--- src/rtl/ltc2308_ctrl_if.sv ---
// Host-side handshake between downstream logic and the LTC2308 controller.
// The master requests conversions; the slave (controller) returns results.
`timescale 1ns/1ps
interface ltc2308_ctrl_if;
    logic        start;
    logic [5:0]  cfg;
    logic        busy;
    logic        data_valid;
    logic [11:0] data;
    logic [5:0]  data_cfg;

    modport master (
        output start,
        output cfg,
        input  busy,
        input  data_valid,
        input  data,
        input  data_cfg
    );

    modport slave (
        input  start,
        input  cfg,
        output busy,
        output data_valid,
        output data,
        output data_cfg
    );
endinterface

--- src/rtl/ltc2308_ctrl.sv ---
// LTC2308 SAR ADC controller: CONVST pulse, conversion wait, then one 12-bit
// SPI frame that shifts out the next config word while reading the result.
`timescale 1ns/1ps
module ltc2308_ctrl #(
    parameter int CONVST_CYCLES = 2,
    parameter int CONV_CYCLES   = 80,
    parameter int CLK_DIV       = 2
) (
    input  logic           clk,
    input  logic           rst_n,
    ltc2308_ctrl_if.slave  host,
    output logic           adc_convst,
    output logic           adc_sck,
    output logic           adc_sdi,
    input  logic           adc_sdo
);

    localparam int CNT_MAX_A = (CONVST_CYCLES > CONV_CYCLES) ? CONVST_CYCLES : CONV_CYCLES;
    localparam int CNT_MAX   = (CNT_MAX_A > CLK_DIV) ? CNT_MAX_A : CLK_DIV;
    localparam int CNT_W     = $clog2(CNT_MAX) + 1;

    typedef enum logic [2:0] {
        IDLE,
        CONV_HI,
        CONV_WAIT,
        SHIFT,
        DONE
    } state_t;

    state_t           state_reg;
    logic [CNT_W-1:0] cnt_reg;
    logic [3:0]       bit_reg;
    logic [5:0]       cfg_q;
    logic [5:0]       prev_cfg_reg;
    logic [5:0]       sdi_sh_reg;
    logic [11:0]      shreg;

    always_ff @(posedge clk or negedge rst_n) begin
        if (!rst_n) begin
            state_reg       <= IDLE;
            cnt_reg         <= '0;
            bit_reg         <= '0;
            cfg_q           <= '0;
            prev_cfg_reg    <= '0;
            sdi_sh_reg      <= '0;
            shreg           <= '0;
            adc_convst      <= 1'b0;
            adc_sck         <= 1'b0;
            adc_sdi         <= 1'b0;
            host.busy       <= 1'b0;
            host.data_valid <= 1'b0;
            host.data       <= '0;
            host.data_cfg   <= '0;
        end else begin
            host.data_valid <= 1'b0;
            case (state_reg)
                IDLE: begin
                    if (host.start) begin
                        cfg_q      <= host.cfg;
                        cnt_reg    <= CNT_W'(CONVST_CYCLES - 1);
                        adc_convst <= 1'b1;
                        host.busy  <= 1'b1;
                        state_reg  <= CONV_HI;
                    end
                end

                CONV_HI: begin
                    if (cnt_reg == '0) begin
                        adc_convst <= 1'b0;
                        // MSB of the config word is presented before the first SCK edge.
                        adc_sdi    <= cfg_q[5];
                        sdi_sh_reg <= {cfg_q[4:0], 1'b0};
                        cnt_reg    <= CNT_W'(CONV_CYCLES - 1);
                        state_reg  <= CONV_WAIT;
                    end else begin
                        cnt_reg <= cnt_reg - 1'b1;
                    end
                end

                CONV_WAIT: begin
                    if (cnt_reg == '0) begin
                        cnt_reg   <= CNT_W'(CLK_DIV - 1);
                        bit_reg   <= '0;
                        state_reg <= SHIFT;
                    end else begin
                        cnt_reg <= cnt_reg - 1'b1;
                    end
                end

                SHIFT: begin
                    if (cnt_reg != '0) begin
                        cnt_reg <= cnt_reg - 1'b1;
                    end else begin
                        cnt_reg <= CNT_W'(CLK_DIV - 1);
                        if (!adc_sck) begin
                            // SDO was shifted by the ADC on the previous falling edge.
                            adc_sck <= 1'b1;
                            shreg   <= {shreg[10:0], adc_sdo};
                        end else begin
                            adc_sck <= 1'b0;
                            if (bit_reg == 4'd11) begin
                                adc_sdi         <= 1'b0;
                                host.data_valid <= 1'b1;
                                host.data       <= shreg;
                                host.data_cfg   <= prev_cfg_reg;
                                prev_cfg_reg    <= cfg_q;
                                state_reg       <= DONE;
                            end else begin
                                // Zeros fill in behind the six config bits.
                                bit_reg    <= bit_reg + 1'b1;
                                adc_sdi    <= sdi_sh_reg[5];
                                sdi_sh_reg <= {sdi_sh_reg[4:0], 1'b0};
                            end
                        end
                    end
                end

                DONE: begin
                    host.busy <= 1'b0;
                    state_reg <= IDLE;
                end

                default: begin
                    state_reg <= IDLE;
                end
            endcase
        end
    end

endmodule
--- src/flat_wrapper.sv ---
// flat-port wrapper written by rule: the top's interface ports become plain ports
module ltc2308_ctrl_flat 
#(
    parameter int CONVST_CYCLES = 2,
    parameter int CONV_CYCLES   = 80,
    parameter int CLK_DIV       = 2
)
  (clk, rst_n, adc_convst, adc_sck, adc_sdi, adc_sdo, host_start, host_cfg, host_busy, host_data_valid, host_data, host_data_cfg);
  ltc2308_ctrl_if host_i ();
  input  logic clk;
  input  logic rst_n;
  output logic adc_convst;
  output logic adc_sck;
  output logic adc_sdi;
  input  logic adc_sdo;
  input wire logic [$bits(host_i.start)-1:0] host_start;
  input wire logic [$bits(host_i.cfg)-1:0] host_cfg;
  output wire logic [$bits(host_i.busy)-1:0] host_busy;
  output wire logic [$bits(host_i.data_valid)-1:0] host_data_valid;
  output wire logic [$bits(host_i.data)-1:0] host_data;
  output wire logic [$bits(host_i.data_cfg)-1:0] host_data_cfg;
  assign host_i.start = host_start;
  assign host_i.cfg = host_cfg;
  assign host_busy = host_i.busy;
  assign host_data_valid = host_i.data_valid;
  assign host_data = host_i.data;
  assign host_data_cfg = host_i.data_cfg;
  ltc2308_ctrl #(.CONVST_CYCLES(CONVST_CYCLES), .CONV_CYCLES(CONV_CYCLES), .CLK_DIV(CLK_DIV)) u_core (.clk(clk), .rst_n(rst_n), .host(host_i), .adc_convst(adc_convst), .adc_sck(adc_sck), .adc_sdi(adc_sdi), .adc_sdo(adc_sdo));
endmodule
--- config.mk ---
export PLATFORM = sky130hd
export DESIGN_NAME = ltc2308_ctrl_flat
export DESIGN_NICKNAME = d
export VERILOG_FILES = /design/src/rtl/ltc2308_ctrl_if.sv /design/src/rtl/ltc2308_ctrl.sv /design/src/flat_wrapper.sv
export SDC_FILE = /design/constraint.sdc
export NUM_CORES = 1
export LEC_CHECK = 0
export ABC_AREA = 1
export BUFFER_PORTS_ARGS = -buffer_cell sky130_fd_sc_hd__buf_2
export CAP_MARGIN = 15
export CORE_MARGIN = 10
export CORE_UTILIZATION = 52
export DETAILED_ROUTE_END_ITERATION = 10
export PLACE_DENSITY = 0.75
export SLEW_MARGIN = 20
export SYNTH_ARGS = -nofsm -noshare
export SYNTH_HDL_FRONTEND = slang
export SYNTH_SLANG_ARGS = --single-unit
export TNS_END_PERCENT = 30
--- constraint.sdc ---
create_clock -name clk -period 1.5 [get_ports clk]
set_input_delay 0.225 -clock clk [delete_from_list [all_inputs] [get_ports clk]]
set_output_delay 0.225 -clock clk [all_outputs]
set_load 0.02 [all_outputs]
; Word level (Yosys, flattened, before mapping)
; Index checks and enable logic that the tools add are counted.
[word_totals]
regBits = 68
out_inout_bits = 23
inputBits = 10
[op_classes]
n_reduce_logical = 19
bitwise = 2
muxes = 36
n_eq_ne = 12
n_addsub = 2
[ops]
columns = cell, count
row1 = 8-bit 2-to-1 mux, 4
row2 = 8-bit one-hot mux with 4 select lines, 1
row3 = 6-bit 2-to-1 mux, 4
row4 = 3-bit 2-to-1 mux, 6
row5 = 4-bit 2-to-1 mux, 4
row6 = 3-bit one-hot mux with 4 select lines, 1
row7 = 6-bit one-hot mux with 2 select lines, 1
row8 = 1-bit 2-to-1 mux, 11
row9 = 5-bit AND reduction, 2
row10 = 8-bit logical NOT, 1
row11 = "2-bit by 1-bit != test with 1-bit output, second input constant", 4
row12 = 4-bit one-hot mux with 2 select lines, 1
row13 = 2-bit AND reduction, 4
row14 = 4-bit AND reduction, 2
row15 = 2-bit nonzero test, 4
row16 = 8-bit nonzero test, 1
row17 = "8-bit by 1-bit subtractor with 8-bit output, second input constant", 1
row18 = "3-bit by 2-bit equality test with 1-bit output, second input constant", 2
row19 = "2-bit != test, second input constant", 3
row20 = 1-bit one-hot mux with 2 select lines, 3
row21 = 3-bit AND reduction, 2
row22 = 6-bit AND reduction, 1
row23 = "4-bit by 1-bit adder with 4-bit output, second input constant", 1
row24 = "4-bit equality test, second input constant", 1
row25 = 5 further kinds, 6

; Depth between registers and ports, before layout
[depth]
ltp_word = 5
ltp_mapped = 10

; Least setup slack after synthesis
; OpenSTA, ideal clock, no wires.
[synth_timing]
kind = register -> register
from = register u_core.cnt_reg[0]
to = register u_core.bit_reg[0]
path_stages_with_launch = 9
n_path_buf = 1
synth_period_minus_slack_ns = 1.459
setup_ns = 0.117
arrival_time_ns = 1.342
path_slack_ns = 0.041
path_cell_list = dfrtp_1 > inv_1 > ha_1 > nand2_1 > nor2_2 > buf_2 > nand3_1 > nand2_1 > nand2_1
[synth_via]
elab_chain_cells = 3
word_cells_on_any_way = 5
cone_classes = eq/ne: 2 / reduce/logical: 3
[synth_lines]
columns = element, line
row1 = "start, declared", ltc2308_ctrl.sv:31  ; logic [CNT_W-1:0] cnt_reg;
row2 = "start signal, assigned", ltc2308_ctrl.sv:60  ; cnt_reg <= CNT_W'(CONVST_CYCLES - 1);
row3 = "start signal, assigned", ltc2308_ctrl.sv:73  ; cnt_reg <= CNT_W'(CONV_CYCLES - 1);
row4 = "start signal, assigned", ltc2308_ctrl.sv:76  ; cnt_reg <= cnt_reg - 1'b1;
row5 = 8-bit nonzero test / 8-bit logical NOT (equally long branches), "ltc2308_ctrl.sv:91, ltc2308_ctrl.sv:81"
row6 = 2-bit != test (no source line) / 2-bit by 1-bit != test with 1-bit output (equally long branches), -
row7 = 5-bit AND reduction (no source line) *, -
row8 = "end signal, assigned", ltc2308_ctrl.sv:110  ; bit_reg <= bit_reg + 1'b1;
row9 = "end, declared", ltc2308_ctrl.sv:32  ; logic [3:0] bit_reg;
; Every way passes the cells marked *; elsewhere a longest branch is shown, timed or not.
; A chain may end at the register's enable or synchronous reset.

; Final worst setup path
[layout_timing]
from = register u_core.bit_reg[0]
to = register u_core.host.data[8]
[layout_via]
elab_chain_cells = 2
[layout_lines]
columns = element, line
row1 = 4-bit equality test, ltc2308_ctrl.sv:101  ; if (bit_reg == 4'd11) begin
row2 = 4-bit AND reduction (no source line), -
row3 = "end signal, assigned", ltc2308_ctrl.sv:104  ; host.data <= shreg;
row4 = "end, declared", ltc2308_ctrl_if.sv:26  ; output data,
; Every way passes these cells.

==> reports/results.ini <==
[clocking]
clk-insertion-delay-late_ns = 0.34
htreeDepth = 3
clk_transition_reported_paths_ns = 0.08
cts_made_buffers = 9
cts_tree = yes
clkSinkCount = 67
root_buffer = clkbuf_8
clock_path_buffers = 2

[placed_design]
port_buffers = 32
place.gp.congestion = 0.8070
post-place-ws_ns = -0.03899
placedInstanceArea_sq_um = 3441
hpwl_mm = 4.479

[route]
route.detailed.vias_per_inst = 4.996
routed_wl_mm = 6.322
wl_per_cell_um = 12.72
drt-initial-drc-count = 140
drtPass1Iterations = 4
drc_errors = 0
vias = 2483
ant_nets = 0

[die]
num_rows = 27
chipHeight_um = 96.58
ios = 33
initial_utilization_pct = 54.37
die_w_um = 96.58
fp.coreArea_sq_um = 5608
die_area_sq_um = 9327

[finish]
num_antenna_cells = 0
multi_input_area_sq_um = 1255
final_area_sq_um = 3737
layout-drive-gt1-share_pct = 25.18
syn_to_final_growth_pct = 22.57
n_fill_cell = 482
seq_area_sq_um = 1678
nets = 433

[sta]
fin_crit_sh_pct = 94.96
setup_viol = 0
rsz0062_at_grt = yes
worstMarginPinSlew_ns = 0.3583
post-route-min-period_ns = 1.424
report.final.slew_viol_count = 0
worst_clock_skew_ns = 0.009996
max_slew_margin_pct = 76.01
hold_violations = 0
whs_ns = 0.1106
postLayoutSetupSlackWorst_ns = 0.07561
clock.fmax_ghz = 0.7021

[setup_path]
r2r_cells = 9
reg2reg_setup_slack_ns = 0.08
startpoint = u_core.bit_reg[0]$_DFFE_PN0P_
critPathCaptureType = flop
crit_arrival_ns = 1.65
cp_max_fo = 13
regToRegStartpoint = u_core.bit_reg[0]$_DFFE_PN0P_
worstSetupStartpointType = flop
crit_end = u_core.host.data[8]$_DFFE_PN0P_
regToRegEndpoint = u_core.host.data[8]$_DFFE_PN0P_
crit_required_ns = 1.73
path_class = reg -> reg

[global_routing]
grt_max_degree = 68
antenna_found_initial = 0
grt_pass1_vias = 2410
grt_use_total_pct = 14.61
grt_pass1_wl_mm = 10.80
grt_overflow = 0

[power_and_ir_drop]
powerDensity_nw_per_um2 = 1681
finalPower_mw = 6.284
vdd_ir_drop_max_mv = 1.233
leakage_nw = 2.054

[synthesis]
synth-seq-area-share_pct = 54.99
synth_compound_area_share_pct = 5.170
syn-instance-count = 359
syn_area_per_cell_sq_um = 8.494
yosys.area.top_type_share_pct = 54.99
synth_area_sq_um = 3049
synth-adder-area-share_pct = 1.231
yosys.area_share.xor_xnor_pct = 0.8617
ys_warn_count = 0
synth_top_cell_by_area = dfrtp_1
synth_seq_cells = 67
synthMuxAreaShare_pct = 2.216
synth_top_family_by_area = simple AND/OR/NAND/NOR gates
syn_nets = 372
yosys.area_share.simple_pct = 29.54
synth_cell_types = 26
yosys-top-cells-area = dfrtp_1 55%, nand2_1 16%, nand3_1 6.7%, o21ai_0 3.6%, inv_1 3.3%

[flow_run]
max_cap_violations = 0

[run_status]
status = finished clean

[hold_path]
hold_path.class = in -> reg

## worst max-delay path, cell delays in order, from the launching register on
cell     delay (ns)
dfrtp_1        0.40
ha_4           0.16
nand2_1        0.06
nor2_2         0.13
nand2_4        0.08
nor2_4         0.11
nand2_2        0.08
buf_6          0.15
nand2_1        0.05
o21ai_0        0.07
## per-layer routing
layer / vias to the layer above / GRT usage [%] / wire (um)
met5: - / 0 / 0
met2: 45 / 23.55 / 2999
met1: 1166 / 18.41 / 2869
li1: 1263 / - / -
met4: 0 / 5.448 / 74
met3: 9 / 3.932 / 378
## cell usage after synthesis, drive strengths merged
cell    number
mux2         6
nand4        3
ha           3
nor2        29
nand3       41
clkbuf       2
nor3         1
dfrtp       67
or2          1
o211ai       1
xnor2        1
a21oi        6
inv         29
buf          9
nand2      134
o21ai       24
xor2         2
## cell families (layout without fill, tap and decap cells)
| kind of cell | after synthesis | in the layout |
|---|---|---|
| muxes | 6 | 6 |
| xor gates and xnor gates | 3 | 3 |
| AOI/OAI and AO/OA | 31 | 31 |
| buffers and inverters | 40 | 106 |
| DFF | 67 | 67 |
| adders and majority gates | 3 | 3 |
| and+or+nand+nor | 209 | 209 |
## placed cells by master, fill, tap and decap left out, drive strengths merged
cell type and n:
buf 60, inv 29, or2 1, nand2 134, nand4 3, dfrtp 67
xor2 2, nand3 41, clkbuf 11, nor3 1, xnor2 1, bufinv 1
o21ai 24, a21oi 6, nor2 29, mux2 6, o211ai 1, clkinvlp 1
clkinv 3, ha 3, dlygate4sd3 1
## report_power, final
group	switching, mW	total, mW	internal (mW)
Sequential	0.257	2.46	2.20
Clock	0.680	1.48	0.805
Combinational	1.40	2.34	0.938
Total	2.34	6.28	3.94
## layout make-up
cell class	instances	share of cell area (%)
Tap cell	72	2.410
Timing Repair Buffer	61	11.01
Clock inverter	5	1.406
Multi-Input combinational cell	252	33.58
Sequential cell	67	44.89
Inverter	29	2.913
Clock buffer	11	3.783
## worst min-delay path by stage
stage / from / end / slack [ns] / cells after the start
global route: host_cfg[0] / u_core.cfg_q[0]$_DFFE_PN0P_ / 0.10 / 2
floorplan: rst_n / u_core.adc_convst$_DFFE_PN0P_ / -0.07 / 0
finish: host_cfg[0] / u_core.cfg_q[0]$_DFFE_PN0P_ / 0.11 / 2
CTS: host_cfg[0] / u_core.cfg_q[0]$_DFFE_PN0P_ / 0.1 / 2
detailed placement: rst_n / u_core.host.data[1]$_DFFE_PN0P_ / 0.27 / 2
global placement: rst_n / u_core.host.data[1]$_DFFE_PN0P_ / 0.27 / 2
## through the flow
step	utilization [%]	cells	TNS, ns
after global routing	66.64	497	-0.2161
final	66.64	497	0
after CTS	65.31	497	0
after global placement	61.36	479	-0.01089
after detailed placement	61.36	479	-0.4605
after floorplan	-	359	0
## timing repair
action                                  4_1_cts  5_1_grt
hold buffers                                  1        0
cloned                                        0        0
hold endpoints to repair                     67        0
setup buffers                                 1        0
endpoints found under the setup margin       33       51
gates resized for setup                       3       23
pin swaps                                     0        3
Power figures use the tool's default switching activity.
